File: config.mk
export PLATFORM = sky130hd
export DESIGN_NAME = game_strobe_timer_flat
export DESIGN_NICKNAME = d
export VERILOG_FILES = /design/src/rtl/game_strobe_timer_if.sv /design/src/rtl/game_strobe_timer.sv /design/src/flat_wrapper.sv
export SDC_FILE = /design/constraint.sdc
export NUM_CORES = 1
export LEC_CHECK = 0
export CAP_MARGIN = 20
export CORE_ASPECT_RATIO = 0.8
export CORE_MARGIN = 4
export CORE_UTILIZATION = 40
export DETAILED_ROUTE_END_ITERATION = 8
export GPL_ROUTABILITY_DRIVEN = 0
export GPL_TIMING_DRIVEN = 0
export HOLD_SLACK_MARGIN = 0.12
export SETUP_SLACK_MARGIN = 0.1
export SYNTH_ARGS = -nofsm -noshare
export SYNTH_HDL_FRONTEND = slang
export SYNTH_SLANG_ARGS = --single-unit
File: constraint.sdc
create_clock -name clk -period 3.75 [get_ports clk]
set_input_delay 0.9375 -clock clk [delete_from_list [all_inputs] [get_ports clk]]
set_output_delay 0.9375 -clock clk [all_outputs]
set_load 0.02 [all_outputs]
File: src/rtl/game_strobe_timer_if.sv
// Control/status bundle between the game logic and the strobe-driven countdown timer.
// The master side drives the controls; the timer itself sits on the slave side.
interface game_strobe_timer_if #(
  parameter int width = 8
);
  logic             strobe;
  logic             start;
  logic [width-1:0] period;
  logic             pause;
  logic             abort;
  logic             repeat_en;
  logic [width-1:0] count;
  logic             running;
  logic             paused;
  logic             expired;

  modport master (
    output strobe, start, period, pause, abort, repeat_en,
    input  count, running, paused, expired
  );

  modport slave (
    input  strobe, start, period, pause, abort, repeat_en,
    output count, running, paused, expired
  );
endinterface

File: src/rtl/game_strobe_timer.sv
// Strobe-counting countdown timer with pause, abort and auto-repeat.
// Every output is a register; priority each cycle is abort > start > pause > strobe.
module game_strobe_timer #(
  parameter int width = 8
) (
  input  logic                clk,
  input  logic                rst,
  game_strobe_timer_if.slave  bus
);

  typedef enum logic [1:0] {
    ST_IDLE  = 2'd0,
    ST_RUN   = 2'd1,
    ST_PAUSE = 2'd2
  } state_t;

  localparam logic [width-1:0] count_one = {{(width-1){1'b0}}, 1'b1};

  state_t           r_state;
  logic [width-1:0] r_count;
  logic [width-1:0] r_period_q;
  logic             r_running;
  logic             r_paused;
  logic             r_expired;

  logic             w_count_is_one;
  logic             w_period_zero;

  assign w_count_is_one = (r_count == count_one);
  assign w_period_zero  = (bus.period == '0);

  // NOTE: every register here is small and flop-based, so all of it is reset
  // asynchronously; reset must kill a pending expiry immediately.
  // NOTE: sequential state uses non-blocking assignments only, so every
  // branch below sees the pre-edge values of r_count and r_state.
  always_ff @(posedge clk or negedge rst) begin
    if (!rst) begin
      r_state    <= ST_IDLE;
      r_count    <= '0;
      r_period_q <= '0;
      r_running  <= 1'b0;
      r_paused   <= 1'b0;
      r_expired  <= 1'b0;
    end else begin
      r_expired <= 1'b0;
      if (bus.abort) begin
        r_state   <= ST_IDLE;
        r_count   <= '0;
        r_running <= 1'b0;
        r_paused  <= 1'b0;
      end else if (bus.start) begin
        // A zero-length start expires at once and never arms, even with repeat.
        if (w_period_zero) begin
          r_state   <= ST_IDLE;
          r_count   <= '0;
          r_expired <= 1'b1;
          r_running <= 1'b0;
          r_paused  <= 1'b0;
        end else begin
          r_state    <= ST_RUN;
          r_count    <= bus.period;
          r_period_q <= bus.period;
          r_running  <= 1'b1;
          r_paused   <= 1'b0;
        end
      end else begin
        case (r_state)
          ST_RUN: begin
            if (bus.pause) begin
              r_state  <= ST_PAUSE;
              r_paused <= 1'b1;
            end else if (bus.strobe) begin
              if (w_count_is_one) begin
                r_expired <= 1'b1;
                if (bus.repeat_en) begin
                  r_count <= r_period_q;
                end else begin
                  r_state   <= ST_IDLE;
                  r_count   <= '0;
                  r_running <= 1'b0;
                end
              end else begin
                r_count <= r_count - count_one;
              end
            end
          end
          ST_PAUSE: begin
            // Leaving pause swallows any strobe that arrives on the same edge.
            if (!bus.pause) begin
              r_state  <= ST_RUN;
              r_paused <= 1'b0;
            end
          end
          default: begin
            r_state <= ST_IDLE;
          end
        endcase
      end
    end
  end

  assign bus.count   = r_count;
  assign bus.running = r_running;
  assign bus.paused  = r_paused;
  assign bus.expired = r_expired;

endmodule

File: src/flat_wrapper.sv
// flat-port wrapper written by rule: the top's interface ports become plain ports
module game_strobe_timer_flat 
#(
  parameter int width = 8
)
  (clk, rst, bus_strobe, bus_start, bus_period, bus_pause, bus_abort, bus_repeat_en, bus_count, bus_running, bus_paused, bus_expired);
  game_strobe_timer_if #(.width(width)) bus_i ();
  input  logic clk;
  input  logic rst;
  input wire logic [$bits(bus_i.strobe)-1:0] bus_strobe;
  input wire logic [$bits(bus_i.start)-1:0] bus_start;
  input wire logic [$bits(bus_i.period)-1:0] bus_period;
  input wire logic [$bits(bus_i.pause)-1:0] bus_pause;
  input wire logic [$bits(bus_i.abort)-1:0] bus_abort;
  input wire logic [$bits(bus_i.repeat_en)-1:0] bus_repeat_en;
  output wire logic [$bits(bus_i.count)-1:0] bus_count;
  output wire logic [$bits(bus_i.running)-1:0] bus_running;
  output wire logic [$bits(bus_i.paused)-1:0] bus_paused;
  output wire logic [$bits(bus_i.expired)-1:0] bus_expired;
  assign bus_i.strobe = bus_strobe;
  assign bus_i.start = bus_start;
  assign bus_i.period = bus_period;
  assign bus_i.pause = bus_pause;
  assign bus_i.abort = bus_abort;
  assign bus_i.repeat_en = bus_repeat_en;
  assign bus_count = bus_i.count;
  assign bus_running = bus_i.running;
  assign bus_paused = bus_i.paused;
  assign bus_expired = bus_i.expired;
  game_strobe_timer #(.width(width)) u_core (.clk(clk), .rst(rst), .bus(bus_i));
endmodule
==> impl_summary.md <==
Synthesis
During synthesis, Yosys emitted a total of 0 warnings. The net count after synthesis is 157. The synthesized area per cell is 9.411 um^2.

For this run, the leading register cell type out of synthesis is dfrtp_1. The register bit total from synthesis is 21. In this run, distinct cell masters in the synthesized netlist total 45. The number of synthesized flops with an enable pin is 0. Sequential cells were found to cover 40.46% of the synthesized design area. The post-synth design cell area is between 1000 and 1500 um^2. The share of flip-flops with an asynchronous set or reset after synthesis is 100.0%.

The cell count after synthesis came out at 138.

Route
For this run, design rule violations remaining after detail routing come to 0. The number of DRC violations after detailed-routing iteration 0 is 74. Using the TritonRoute via totals, the vias-per-cell ratio works out to around 5.7. In the final routed layout, each cell accounts on average for roughly 17 um. Before antenna repair, the detailed router went through 5 iterations.

The number of nets with antenna violations after routing is 0. The routed layout has 1177 vias. The total wirelength of the detailed-routed design is between 3000 and 4000 um.

Finish
The final instance area is 1649 um^2. The total number of nets in the final design is between 150 and 200. The library cell used most frequently in the layout, excluding fill and tap cells, is clkdlybuf4s50_1. The layout has just under 300 filler cells. Leaving out fill and tap cells, the most frequent cells in the layout are 24 x clkdlybuf4s50_1, 21 x dfrtp_1, 12 x nand2_1. The area taken by multi-input logic gates is 701.9 um^2.

From synthesis to final layout, the design area changed by 26.97%. Cells with a size suffix above 1 make up 6.587% of the layout. Summing all flip-flop and latch instances after layout gives 525.5 um^2. The post-layout instance count excluding filler cells is between 200 and 250. The number of antenna diodes in the final layout is 0.

Clock network
The clock net in this run drives a total of 21 sinks. The maximum level of the CTS H-tree is 1. The number of buffers inserted to repair setup after CTS is 0.

CTS placed an instance of clkbuf_8 at the clock tree root. The longest clock path from root to sink contains 2 buffers. The clock buffer count from CTS is 3.

The later-pin clock latency in the skew report is between 0.2 and 0.3 ns. The clock-pin slew of the registers on the worst-case setup and hold paths is 0.08 ns. TritonCTS built the clock tree.

Gates resized during post-CTS repair numbered 0. The number of buffers added to fix hold violations after cts is 0.

Pwr
For this design the total switching power over the nets is around 0.17 mW. VDD sags by at most around 0.00020 V. The share of total power dissipated in sequential elements is between 40% and 50%. The design internal power is 0.3884 mW.

Of the total power, the share spent switching nets is a little under a third. The relative contribution of combinational cells to total power is between 20% and 30%. Power comes to ~0.56 mW.

The part of the total power dissipated in the clock network is a little over a quarter. In this run the static leakage power is 0.7018 nW. In this run the power density over the cells is 338.2 nW/um^2.

Worst hold path
The depth of the worst hold-timing path is 2. The tightest min-delay check is of the register to register type. For hold timing, the worst endpoint is u_core.r_period_q[2]$_DFFE_PN0P_. The worst hold path begins at u_core.r_period_q[2]$_DFFE_PN0P_.

Global routing
The via count of the first global-routing pass is 1151. The number of antenna violations at the first check in global routing is 0. Entering global routing, the biggest net connects 22 pins. Global routing used 18.46% of the available tracks. The total grt overflow is 0. The wire length of the first global-routing pass is 6078 um.

Setup path
The kind of end point of the critical path is a register. For flop-to-flop paths, the worst setup slack is around 1.8 ns. The count of buffering cells on the critical path with inverters included is 3. The required time of the critical path is around 3.9 ns. The signal on the critical path passes through clkdlybuf4s50_1 > clkbuf_1 > nor2_1 > clkbuf_1 > a31oi_1 > a2bb2oi_1. In this run the critical register-to-register path is captured at u_core.bus.count[1]$_DFFE_PN0P_. For the worst setup path, the data arrival time is 2.73 ns.

The most frequent cell on the critical path is clkbuf_1. Counting cells, the worst reg-to-reg path comes to 6. The worst setup path is launched from an input pin. The gate family responsible for the most delay along the worst path is buffers and inverters. The critical path class is input pin to register. The startpoint identified for the worst register-to-register timing path is u_core.bus.count[1]$_DFFE_PN0P_. In this run the worst path has a maximum fanout of 10. The master of the slowest instance on the critical path is clkdlybuf4s50_1.

The largest single stage delay on the critical path is ~0.52 ns.

Floorplanning
From bottom edge to top edge, the die measures 58.97 um. The top-level I/O count is 26. The width of the die is 71.71 um. The total number of placement rows is 18. The floorplan die area is about 4200 um^2.

For this configuration, the core starts out at a cell density of a little over two fifths. The region available for standard cell placement spans approximately 3100 um^2.

Place
The worst-case setup slack after placement is 0.9786 ns. After detailed placement, the design holds a cell count of between 200 and 250. The sum of net half-perimeters after detailed placement is between 2000 and 3000 um. The placed instances occupy a cell area of between 1500 and 2000 um^2.

During placement, the flow inserted port buffers numbering 24.

STA
The time the worst path needs with I/O delays and setup is roughly 2.6 ns. On the final layout, the worst clock skew is 0.002605 ns. In the finished design, the share of the clock period the worst path needs comes to between 60% and 70%. The max-slew violation total from the final report was 0. Once routing completed, OpenROAD measured the worst setup slack at 1.197 ns.

For the final routed database, the setup TNS stands at 0 ns. The relative slew slack is between 60% and 70%. Static timing analysis puts the maximum clock frequency at between 300 and 400 MHz.

Setup repair after global routing left no endpoint under its margin. Setup violations remaining at the end of the flow were counted as 0. The transition time at the pin with the least slew margin is approximately 0.59 ns. The number of failing hold endpoints at the final stage was 0.

Run
The number of maximum-capacitance constraint violations is 0.

Run status
The flow ran to the end, and the final reports show no timing, DRC or antenna violations.
## stage by stage
step	util (%)	hold slack [ns]
6_report	53.06	0.4916
5_1_grt	53.06	0.5169
4_1_cts	52.58	0.4969
3_5_place_dp	51.13	0.4793
3_3_place_gp	51.13	0.4720
2_1_floorplan	-	0.4479
## tightest hold or removal path, cell delays in order (launching register included)
cell and delay (ns):
dfrtp_1 0.35, nand2_1 0.05, nand2_1 0.06
## worst max-delay path by stage
stage               slack [ns]      start                               to  cells past startpoint
floorplan                 1.78  bus_start    u_core.r_state[0]$_DFFE_PN0P_                      4
global placement          0.99  bus_start  u_core.bus.count[7]$_DFFE_PN0P_                      6
detailed placement        0.98  bus_start  u_core.bus.count[7]$_DFFE_PN0P_                      6
CTS                       1.25  bus_start  u_core.bus.count[7]$_DFFE_PN0P_                      6
global route              1.05  bus_start    u_core.r_state[0]$_DFFE_PN0P_                      6
finish                    1.20  bus_start    u_core.r_state[0]$_DFFE_PN0P_                      6
## registers in the layout (all words and copies together), names as in the netlist
signal,count
u_core.bus.count,8
u_core.bus.expired,1
u_core.r_period_q,8
u_core.bus.running,1
u_core.bus.paused,1
u_core.r_state,2
## power groups by stage
stage	Sequential [mW]	Combinational, mW	Clock (mW)
2_1_floorplan	0.273	0.0764	0
3_3_place_gp	0.268	0.141	0
3_5_place_dp	0.269	0.143	0
4_1_cts	0.264	0.144	0.154
5_1_grt	0.268	0.161	0.166
6_report	0.265	0.145	0.148
## synth_stat cells, types with 2 or more instances
cell | number | share of area (%)
dfrtp_1 | 21 | 40
nand2_1 | 12 | 3.5
inv_1 | 10 | 2.9
a21oi_1 | 9 | 3.5
o21ai_0 | 7 | 2.7
clkbuf_1 | 6 | 1.7
a22o_1 | 5 | 3.4
nor2_1 | 5 | 1.4
nor2b_1 | 5 | 2.4
a22oi_1 | 4 | 2.3
ha_1 | 4 | 3.9
nor3_1 | 4 | 1.5
nand4_1 | 3 | 1.4
o22ai_1 | 3 | 1.4
xnor2_1 | 3 | 2.0
a31o_2 | 2 | 1.3
a31oi_1 | 2 | 0.96
nand3_1 | 2 | 0.77
nor4_1 | 2 | 0.96
o211a_1 | 2 | 1.5
o211ai_1 | 2 | 1.2
o32ai_2 | 2 | 2.5
## area by class of cell
class | count | share of cell area, %
Multi-Input combinational cell | 100 | 42.56
Sequential cell | 21 | 31.87
Timing Repair Buffer | 25 | 15.48
Tap cell | 40 | 3.035
Clock buffer | 4 | 2.731
Inverter | 10 | 2.276
Buffer | 7 | 2.049
## kinds of logic (layout without fill, tap and decap cells)
family	Yosys count	count (layout)	synth area share (%)
simple gates	43	43	19.27
fa+ha+maj	4	4	3.854
buf+inv	17	46	5.491
mux	1	1	0.7707
compound gates	49	49	28.13
flops	21	21	40.46
xor+xnor	3	3	2.023
## metal layers
layer | up-vias | GRT usage [%] | part of all wire, %
li1 | 580 | - | -
met1 | 551 | 27.28 | 50
met2 | 44 | 28.14 | 44
met3 | 2 | 4.266 | 6.2
met4 | 0 | 2.681 | 0.22
met5 | - | 0 | 0
Note: power is estimated with default switching activity, not from simulation.
